==> config.mk <==
export PLATFORM = sky130hd
export DESIGN_NAME = serial_receiver
export DESIGN_NICKNAME = d
export VERILOG_FILES = /design/src/rtl/serial_receiver.sv
export SDC_FILE = /design/constraint.sdc
export NUM_CORES = 1
export LEC_CHECK = 0
export CAP_MARGIN = 40
export CORE_MARGIN = 5
export CORE_UTILIZATION = 40
export CTS_CLUSTER_DIAMETER = 100
export CTS_CLUSTER_SIZE = 24
export DETAILED_ROUTE_END_ITERATION = 12
export PLACE_DENSITY_LB_ADDON = 0.15
export SYNTH_ARGS = -nofsm -noshare
export SYNTH_HDL_FRONTEND = slang
export SYNTH_SLANG_ARGS = --single-unit
==> constraint.sdc <==
create_clock -name clk -period 2.25 [get_ports clk]
set_clock_uncertainty 0.1 [all_clocks]
set_input_delay 0.3375 -clock clk [delete_from_list [all_inputs] [get_ports clk]]
set_output_delay 0.3375 -clock clk [all_outputs]
set_load 0.05 [all_outputs]
==> src/rtl/serial_receiver.sv <==
// Deserialises a tick-paced, soc/en framed serial word (MSB first) into a parallel word with a one-cycle valid strobe.
// Optional even-parity bit after the data bits when RX_PARITY_EN is defined.
module serial_receiver #(
   parameter int WIDTH = 12,
   parameter int CNT_W = 5
) (
   input  logic             clk,
   input  logic             rst_n,
   input  logic             tick,
   input  logic             soc,
   input  logic             en,
   input  logic             sdi,
   output logic [WIDTH-1:0] data,
   output logic             valid,
   output logic             busy,
   output logic             frame_err,
   output logic             parity_err
);

`ifdef RX_PARITY_EN
   typedef enum logic [2:0] {IDLE, WAIT, SHIFT, DONE, PAR} state_t;
`else
   typedef enum logic [1:0] {IDLE, WAIT, SHIFT, DONE} state_t;
`endif

   localparam logic [CNT_W-1:0] LAST = CNT_W'(WIDTH);

   state_t             state_q, state_d;
   logic [CNT_W-1:0]   cnt_q, cnt_d, cnt_inc;
   logic [WIDTH-1:0]   sh_q, sh_d, sh_sft, data_d;
   logic               ferr_d;
`ifdef RX_PARITY_EN
   logic               perr_q, perr_d;
`endif

   // Truncating cast drops the oldest bit as the new one enters at the LSB
   assign sh_sft  = WIDTH'({sh_q, sdi});
   assign cnt_inc = cnt_q + CNT_W'(1);

   always_ff @(posedge clk or negedge rst_n) begin
      if (!rst_n) begin
         state_q   <= IDLE;
         cnt_q     <= '0;
         sh_q      <= '0;
         data      <= '0;
         frame_err <= 1'b0;
`ifdef RX_PARITY_EN
         perr_q    <= 1'b0;
`endif
      end else begin
         state_q   <= state_d;
         cnt_q     <= cnt_d;
         sh_q      <= sh_d;
         data      <= data_d;
         frame_err <= ferr_d;
`ifdef RX_PARITY_EN
         perr_q    <= perr_d;
`endif
      end
   end

   always_comb begin
      state_d = state_q;
      cnt_d   = cnt_q;
      sh_d    = sh_q;
      data_d  = data;
      ferr_d  = 1'b0;
`ifdef RX_PARITY_EN
      perr_d  = 1'b0;
`endif
      case (state_q)
         IDLE: begin
            if (soc) begin
               state_d = WAIT;
               cnt_d   = '0;
            end
         end
         WAIT: begin
            // soc outranks a coincident tick: restart without sampling
            if (soc) begin
               ferr_d = 1'b1;
               cnt_d  = '0;
            end else if (tick && en) begin
               sh_d    = sh_sft;
               cnt_d   = CNT_W'(1);
               state_d = SHIFT;
            end
         end
         SHIFT: begin
            if (soc) begin
               ferr_d  = 1'b1;
               cnt_d   = '0;
               state_d = WAIT;
            end else if (tick) begin
               if (en) begin
                  sh_d  = sh_sft;
                  cnt_d = cnt_inc;
                  if (cnt_inc == LAST) begin
`ifdef RX_PARITY_EN
                     state_d = PAR;
`else
                     state_d = DONE;
                     data_d  = sh_sft;
`endif
                  end
               end else begin
                  ferr_d  = 1'b1;
                  state_d = IDLE;
               end
            end
         end
`ifdef RX_PARITY_EN
         PAR: begin
            if (soc) begin
               ferr_d  = 1'b1;
               cnt_d   = '0;
               state_d = WAIT;
            end else if (tick) begin
               if (!en) begin
                  ferr_d  = 1'b1;
                  state_d = IDLE;
               end else if (^{sh_q, sdi}) begin
                  perr_d  = 1'b1;
                  state_d = IDLE;
               end else begin
                  data_d  = sh_q;
                  state_d = DONE;
               end
            end
         end
`endif
         DONE: begin
            if (soc) begin
               state_d = WAIT;
               cnt_d   = '0;
            end else begin
               state_d = IDLE;
            end
         end
         default: state_d = IDLE;
      endcase
   end

   assign valid = (state_q == DONE);
`ifdef RX_PARITY_EN
   assign busy       = (state_q == WAIT) || (state_q == SHIFT) || (state_q == PAR);
   assign parity_err = perr_q;
`else
   assign busy       = (state_q == WAIT) || (state_q == SHIFT);
   assign parity_err = 1'b0;
`endif

endmodule

# After elaboration in Yosys (flattened, before gate mapping)
# Cells that the tools add are included.
dict set report word_totals {
  elab_cells 58
  regBits 31
  input_bits 6
}
dict set report op_classes {
  n_eq_ne 15
  n_addsub 1
  bitwise 1
  n_reduce_logical 9
  muxes 27
}
# cell count
set op_table {}
lappend op_table {{2-to-1 mux 11 bit} 5}
lappend op_table {{2-to-1 mux 5 bit} 6}
lappend op_table {{case mux 11 bit (2 select lines)} 1}
lappend op_table {{case mux 5 bit (3 select lines)} 1}
lappend op_table {{2-to-1 mux 2 bit} 7}
lappend op_table {{!= test 2 bit (second input constant)} 6}
lappend op_table {{AND reduction 5 bit} 2}
lappend op_table {{!= test 3 bit (second input constant)} 3}
lappend op_table {{case mux 2 bit (4 select lines)} 1}
lappend op_table {{AND reduction 6 bit} 1}
lappend op_table {{adder 5 x 1 -> 5 bit (second input constant)} 1}
lappend op_table {{equality test 5 x 4 -> 1 bit (second input constant)} 1}
lappend op_table {{2-to-1 mux 1 bit} 5}
lappend op_table {{equality test 2 bit (second input constant)} 2}
lappend op_table {{!= test 4 bit (second input constant)} 1}
lappend op_table {{AND reduction 4 bit} 1}
lappend op_table {{equality test 2 x 1 -> 1 bit (second input constant)} 1}
lappend op_table {{zero test 2 bit} 1}
lappend op_table {{!= test 2 x 1 -> 1 bit (second input constant)} 1}
lappend op_table {{case mux 1 bit (2 select lines)} 1}
lappend op_table {{nonzero test 2 bit} 1}
lappend op_table {{OR reduction 2 bit} 1}
lappend op_table {{logical AND 1 bit} 1}
lappend op_table {{logical OR 1 bit} 1}
lappend op_table {{NOT 1 bit} 1}

# Logic depth before layout (Yosys ltp)
dict set report depth {
  word_depth 7
  mapped_depth 8
  depth_no_buf 6
}

# Worst setup path after synthesis
# OpenSTA, ideal clock, no wires.
dict set report synth_path {
  kind {register -> register}
  start {reg state_q[0]}
  end {reg cnt_q[3]}
  required_ps 2081
  n_path_buf 0
  synth_period_minus_slack_ps 2006
  stages_incl_launch_ff 6
  setup_slack_ps 244
  t_arrival_ps 1837
  path_cell_list {dfrtp_1 > inv_1 > ha_1 > a21oi_1 > or4_1 > nand3_1}
}
dict set report synth_between {
  elab_chain_len 4
  word_cells_on_any_way 11
  classes_between {eq/ne (7); mux (1); reduce/logical (3)}
}
# item line_no
set synth_lines {}
lappend synth_lines {{start, declared} 28} ;# state_t state_q, state_d;
lappend synth_lines {{start signal, assigned} 51} ;# state_q <= state_d;
lappend synth_lines {{equality test 2 bit or zero test 2 bit (tied branches)} 71} ;# case (state_q)
lappend synth_lines {{OR reduction 2 bit (no source line)} --}
lappend synth_lines {{!= test 2 x 1 -> 1 bit (no source line)} --}
lappend synth_lines {{AND reduction 4 bit (no source line)} --}
lappend synth_lines {{end signal, assigned} 52} ;# cnt_q <= cnt_d;
lappend synth_lines {{end, declared} 29} ;# logic [CNT_W-1:0] cnt_q, cnt_d, cnt_inc;
# Several ways; a longest one is shown, not always the timed one.
# A chain may end at the register's enable or synchronous reset.

# Final worst setup path
dict set report layout_path {
  start {reg state_q[1]}
  end {out valid}
}
dict set report layout_between {
  elab_chain_len 1
}
# item line_no
set layout_lines {}
lappend layout_lines {{equality test 2 bit} 144} ;# assign valid = (state_q == DONE);
lappend layout_lines {{end, declared} 14} ;# output logic valid,
# Every way passes these cells.

==> results.py <==
metrics = {
    "drt": {
        "wirelength_mm": 2.69,
        "wl_met3_um": 125,
        "wl_met2_mm": 1.28,
        "top_layer": "met4",
        "drt-initial-drc-count": 41,
        "drt_first_pass_iters": 4,
        "vias_per_cell": 4.93,
        "drc": 0,
        "ant_nets": 0,
        "routedWlPerCell_um": 13.7,
        "via_count": 967,
        "wl_met1_mm": 1.24,
    },
    "cells_and_area": {
        "n_antenna_cell": 0,
        "mostFrequentLayoutCell": "dfrtp_1",
        "final_core_util_pct": 51.4,
        "final_cell_count_no_fill": 196,
        "area_growth_pct": 25.6,
        "final_nets": 159,
        "final_area_um2": 1850,
        "fill_cells": 338,
        "drive_gt1_share_pct": 27.7,
        "final_cell_mix": "dfrtp_1 (31), mux2_2 (23), clkdlybuf4s50_1 (19)",
    },
    "global_route": {
        "gr-total-overflow": 0,
        "antenna_found_initial": 0,
        "grt_max_degree": 32,
        "grt_pass1_wl_mm": 4.82,
        "grt_pass1_vias": 1026,
        "grt_usage_pct": 12.3,
    },
    "timing": {
        "finalHoldViolCount": 0,
        "timing.final.crit_share_pct": 94.5,
        "fin_hold_ws_ns": 0.345,
        "max_slew.worst_pin.slew_ns": 0.503,
        "maxSlewViolCount": 0,
        "clock.fmax_ghz": 0.470,
        "rsz0062_at_grt": "no",
        "tns_ns": 0,
        "slew_headroom_pct": 66.4,
        "min_period_ns": 2.13,
        "setup_viol": 0,
        "finalWorstSetupSlack_ns": 0.124,
    },
    "critical_path": {
        "rr_startpoint": "state_q[0]",
        "r2r_end": "data[9]",
        "cp_data_required_time_ns": 1.81,
        "regToRegSetupSlack_ns": 0.20,
        "crit_arrival_ns": 1.69,
        "path_max_fanout": 4,
        "worst-setup-path-type": "reg -> out",
        "critPathLaunchType": "flop",
        "cp-end-kind": "output pin",
        "ff2ff_path_depth": 7,
    },
    "floorplanning": {
        "start_util_pct": 40.9,
        "fp.dieW_um": 70.7,
        "dieArea_um2": 5000,
        "std_cell_rows": 22,
        "io_pins": 22,
        "die_height_um": 70.7,
        "fp.coreArea_um2": 3610,
    },
    "synthesis": {
        "synth_warnings": 0,
        "synth_fp_nets": 132,
        "synth_cells": 120,
        "synth_flop_cell": "dfrtp_1",
        "synth-edff-count": 0,
        "synth-seq-cells": 31,
        "synth.avg_cell_area_um2": 12.3,
        "ys_async_sr_fraction_pct": 100,
        "synth.distinct_cells": 29,
        "netlist_area_um2": 1480,
        "synth.yosys.seq_area_share_pct": 52.6,
    },
    "placement": {
        "post-place-ws_ns": 0.172,
        "gp_congestion": 0.755,
        "dp_hpwl_mm": 1.95,
        "placedCellCount": 188,
        "placed_area_um2": 1750,
        "portBuffers": 20,
    },
    "clocking": {
        "ctsHoldBuffers": 0,
        "cts_buffers": 5,
        "cts_setup_buffers": 0,
        "clk_pin_slew_ns": 0.07,
        "ctsHtreeMaxLevel": 2,
        "cts-resized-gates": 0,
        "cts_tree": "done",
        "cts_buffer_depth": 2,
        "clk_latency_ns": 0.28,
        "cts.sinks": 31,
        "root_buffer": "clkbuf_8",
    },
    "power_and_ir_drop": {
        "p_leak_nw": 0.855,
        "ir_drop_uv": 516,
        "p_per_area_nw_per_um2": 983,
        "finalPower_mw": 1.82,
    },
    "hold_path": {
        "hold_path_class": "in -> async",
    },
    "run": {
        "cap_violations": 0,
    },
    "run_status": {
        "status": "completed",
    },
}
## layout make-up
type                            instances  area, um^2  area share, %
Multi-Input combinational cell         81         651           35.1
Tap cell                               48        60.1           3.24
Timing Repair Buffer                   26         255           13.8
Inverter                                2        7.51          0.405
Clock inverter                          1        7.51          0.405
Sequential cell                        31         776           41.9
Clock buffer                            7        96.3           5.20
## worst max-delay path: stages (launching register included)
cell,delay (ns)
dfrtp_1,0.41
ha_1,0.20
clkdlybuf4s50_1,0.80
## cells in the mapped netlist, types with 2 or more instances
cell	number	share of area [%]
a21oi_1	3	1.0
buf_2	3	1.0
buf_4	2	1.0
dfrtp_1	31	53
ha_1	6	5.1
inv_1	2	0.51
mux2_2	23	18
mux2i_1	2	1.4
nand2_1	8	2.0
nand3_1	6	2.0
nor2_1	6	1.5
nor2b_1	2	0.85
nor3_1	3	1.0
o21ai_0	4	1.4
o2bb2ai_1	2	1.2
o31ai_1	3	1.5
or4_1	2	1.0
## per-layer routing
metal,GRT usage (%),vias to the layer above
li1,-,474
met1,14.6,470
met2,19.5,18
met3,5.11,5
met4,5.64,0
met5,0,-
## logic make-up (layout without fill, tap and decap cells)
kind of cell             after synthesis  count (layout)  share of synthesized area, %
flip-flops                            31              31                          52.6
adder cells (fa/ha/maj)                6               6                          5.09
AND/OR/NAND/NOR                       35              35                          13.7
multiplexers                          25              25                          18.9
AO/OA/AOI/OAI                         14              14                          6.11
other                                  1               1                         0.254
buffers and inverters                  8              36                          3.31
## worst max path at each step
stage	start	end	slack, ns	cells past startpoint
CTS	state_q[1]	valid	0.11	2
global placement	soc	data[10]	0.18	6
detailed placement	soc	data[9]	0.17	6
floorplan	state_q[0]	cnt_q[3]	0.24	5
finish	state_q[1]	valid	0.12	2
global route	state_q[1]	valid	0.06	2
## where the power goes
group	internal (mW)	switching [mW]	total, mW
logic	0.257	0.374	0.632
clock network	0.278	0.207	0.485
registers	0.643	0.0619	0.705
total	1.18	0.643	1.82
## registers in the layout, summed over array words and instances, names as in the netlist
| signal | cells |
|---|---|
| cnt_q | 5 |
| data | 12 |
| frame_err | 1 |
| sh_q | 11 |
| state_q | 2 |
(Power assumes the default switching activity.)
